`src/rtl/sysid_chk_timer.sv`:
```
// sysid_chk_timer
//   Loadable up-counter that bounds the duration of one read transaction.
//   Ports:
//     clock    in  system clock
//     reset_n  in  asynchronous active-low reset
//     i_load   in  reload the count to 0 (wins over i_en)
//     i_en     in  count one cycle
//     o_tc     out count has reached TIMEOUT_CYC
module sysid_chk_timer #(
    parameter int unsigned TIMEOUT_CYC = 255,
    localparam int unsigned W          = $clog2(TIMEOUT_CYC + 1)
) (
    input  logic clock,
    input  logic reset_n,
    input  logic i_load,
    input  logic i_en,
    output logic o_tc
);

    localparam logic [W-1:0] TC = W'(TIMEOUT_CYC);

    logic [W-1:0] r_count;

    assign o_tc = (r_count == TC);

    // Holds at the terminal count so it can never wrap back to 0.
    always_ff @(posedge clock or negedge reset_n) begin
        if (!reset_n) begin
            r_count <= '0;
        end else if (i_load) begin
            r_count <= '0;
        end else if (i_en && !o_tc) begin
            r_count <= r_count + 1'b1;
        end
    end

endmodule

```
`config.mk`:
```
export PLATFORM = sky130hd
export DESIGN_NAME = sysid_chk_timer
export DESIGN_NICKNAME = d
export VERILOG_FILES = /design/src/rtl/sysid_chk_timer.sv
export SDC_FILE = /design/constraint.sdc
export NUM_CORES = 1
export LEC_CHECK = 0
export ABC_CLOCK_PERIOD_IN_PS = 2950
export CAP_MARGIN = 0
export CELL_PAD_IN_SITES_DETAIL_PLACEMENT = 0
export CELL_PAD_IN_SITES_GLOBAL_PLACEMENT = 1
export CORE_AREA = 2 2 39 41
export CTS_CLUSTER_DIAMETER = 100
export DETAILED_ROUTE_END_ITERATION = 8
export DIE_AREA = 0 0 41 43
export PLACE_DENSITY = 0.76
export SETUP_SLACK_MARGIN = 0.02
export SLEW_MARGIN = 30
export SYNTH_ARGS = -nofsm -noshare
export SYNTH_HDL_FRONTEND = slang
export SYNTH_SLANG_ARGS = --single-unit
```
`constraint.sdc`:
```
create_clock -name clock -period 2.95 [get_ports clock]
set_input_delay 0.4425 -clock clock [delete_from_list [all_inputs] [get_ports clock]]
set_output_delay 0.4425 -clock clock [all_outputs]
set_load 0.02 [all_outputs]
```
==> impl_metrics.tcl <==
set metrics [dict create \
    p_leak_uw 0.000220 \
    ys_seq_elements 8 \
    synth_area_um2 469 \
    max_cap_viol_count 0 \
    mostFrequentLayoutCells "dfrtp_1 (8), a211oi_1 (4), clkdlybuf4s50_1 (4)" \
    wl_um 889 \
    place_inst 66 \
    r2r-start "r_count[0]$_DFFE_PN0P_" \
    layout_commonest_cell "dfrtp_1" \
    grt_pass1_vias 339 \
    crit_path_top_delay_cell "clkdlybuf4s50_1" \
    dr.pass1.iters 4 \
    h-tree-depth 1 \
    internal_power_uw 169 \
    cp_max_fo 6 \
    antenna_found_initial 0 \
    top_register "r_count" \
    largest_reg_flops 8 \
    drc 0 \
    grt-ovfl-total 0 \
    yosysWarnings 0 \
    crit_buf_inv 1 \
    hp-class "input port to asynchronous set/reset pin" \
    rows 14 \
    final.min_clock_period_ns 2.33 \
    ir_drop_uv 257 \
    clock_latency_ns 0.25 \
    viasPerCell 5.61 \
    rr_worst_depth 4 \
    crit_path_start_kind "flip-flop" \
    clockBufferDepth 2 \
    port_buffers 4 \
    slew_headroom_pct 74.6 \
    gp_congestion 0.834 \
    core_area_um2 1380 \
    dp_hpwl_um 692 \
    slowest_delay_ns 0.59 \
    yosysUniqueCellTypes 25 \
    fin_ws_ns 0.618 \
    ios 5 \
    maxClockFrequency_mhz 429 \
    cp.arrival_ns 1.89 \
    cts_tree "done" \
    fin_cells 69 \
    via_count 387 \
    slew_violations 0 \
    worstPathRequired_ns 2.51 \
    fillers 141 \
    nNetsFinal 60 \
    cts_root_buf "clkbuf_4" \
    syn_inst 47 \
    seq_area_frac_synth_pct 42.7 \
    grt_pass1_wl_um 1520 \
    crit_path_end_kind "output port" \
    start_util_pct 33.9 \
    tightest_slew_ns 0.380 \
    wl_per_cell_um 12.9 \
    multiInputGateArea_um2 262 \
    status "finished, final reports clean" \
    register_area_um2 200 \
    hold_viol_final 0 \
    tns_ns 0 \
    cp.depth 4 \
    power_switching_uw 48.2 \
    p_seq_share_pct 53.2 \
    syn_nets 52 \
    cts.clk_slew.worst_paths_ns 0.06 \
    cts.repair.resized 0 \
    chipHeight_um 43 \
    pwr-share-clk_pct 38.1 \
    finalClockSkew_ns 0.00687 \
    die_x_um 41 \
    post_cts_buffers 0 \
    startpoint "r_count[0]$_DFFE_PN0P_" \
    setup_violations 0 \
    ant_nets 0 \
    path_cells "ha_1 -> and4_4 -> and2_2 -> clkdlybuf4s50_1" \
    rsz0062_at_grt "no" \
    dieArea_um2 1760 \
    critPathTopFamily "buffers and inverters" \
    cts_sinks 8 \
    swShare_pct 22.2 \
    cts_made_buffers 3 \
    antenna_cells 0 \
    cts_hold_buf 0 \
    grt_max_degree 12 \
    place_ws_ns 0.888 \
    drive_gt1_share_pct 17.0 \
    avgSynthCellArea_um2 9.98 \
    p_comb_share_pct 8.7 \
    track_usage_pct 12.9 \
    p_per_area_nw_per_um2 396 \
    criticalPathCategory "flip-flop to output port" \
    drt-initial-drc-count 15 \
    fin_crit_sh_pct 79.0 \
    syn2layout_area_growth_pct 16.8 \
    top_regs "r_count: 8 flops" \
]
final cells by class:
cell class              count  area share (%)
repair buffers              4            7.31
inverters                   1           0.685
multi-input cells          37            47.7
clock buffers               3            4.11
well taps                  16            3.65
flip-flops and latches      8            36.5
worst paths after layout:
| check | slack [ns] | endpoint |
|---|---|---|
| min reg2reg | 0.56 | r_count[5]$_DFFE_PN0P_ |
| max in group asynchronous | 2.20 | r_count[2]$_DFFE_PN0P_ |
| min | 0.47 | r_count[4]$_DFFE_PN0P_ |
| max | 0.62 | o_tc |
| min in group clock | 0.56 | r_count[5]$_DFFE_PN0P_ |
| max reg2reg | 1.44 | r_count[0]$_DFFE_PN0P_ |
power by group through the flow:
| stage | registers (uW) | clock network (uW) | logic [uW] |
|---|---|---|---|
| 6_report | 115 | 82.7 | 18.9 |
| 5_1_grt | 116 | 93.1 | 21.2 |
| 2_1_floorplan | 117 | 0 | 10.4 |
| 3_3_place_gp | 117 | 0 | 18.9 |
| 4_1_cts | 115 | 86.2 | 19.2 |
| 3_5_place_dp | 117 | 0 | 19.1 |
routing by layer:
| layer | routed length, um | vias up | GRT usage, % |
|---|---|---|---|
| met5 | 0 | - | 0 |
| met4 | 0 | 0 | 2.00 |
| met3 | 47 | 0 | 7.85 |
| met2 | 451 | 5 | 16.3 |
| met1 | 390 | 188 | 18.9 |
| li1 | - | 194 | - |
cells by family after synthesis:
logic type               after synthesis  share of synthesized area, %
multiplexers                           3                          7.73
buffers and inverters                  2                          1.60
AND/OR/NAND/NOR                       21                          27.5
AO/OA/AOI/OAI                         12                          17.9
flip-flops                             8                          42.7
adder cells (fa/ha/maj)                1                          2.67
synthesized netlist by cell type:
master | instances | area share, %
a21boi_2 | 1 | 2.4
mux2i_1 | 1 | 2.1
and2_2 | 1 | 1.6
dfrtp_1 | 8 | 43
a211oi_1 | 4 | 6.4
clkbuf_1 | 1 | 0.80
nand2_1 | 3 | 2.4
nand4_1 | 2 | 2.7
nor4b_1 | 1 | 1.9
nor3b_1 | 1 | 1.6
o21bai_1 | 2 | 3.2
mux2_2 | 1 | 2.4
ha_1 | 1 | 2.7
nand3_1 | 3 | 3.2
a31oi_1 | 2 | 2.7
nand2b_1 | 2 | 2.7
a21oi_1 | 3 | 3.2
and4_4 | 1 | 2.4
nor3_1 | 2 | 2.1
and3_1 | 1 | 1.3
and4_2 | 1 | 2.1
nor2_1 | 1 | 0.80
nor2b_1 | 2 | 2.7
mux2_4 | 1 | 3.2
inv_1 | 1 | 0.80
metrics by stage:
| stage | total power [uW] | util (%) | area [um2] | hold slack [ns] |
|---|---|---|---|---|
| floorplan | 127 | - | 469 | 0.147 |
| global placement | 136 | 38.0 | 526 | 0.548 |
| detailed placement | 136 | 38.0 | 526 | 0.546 |
| CTS | 221 | 39.6 | 548 | 0.485 |
| global route | 230 | 39.6 | 548 | 0.503 |
| finish | 217 | 39.6 | 548 | 0.472 |
(Power assumes the default switching activity.)
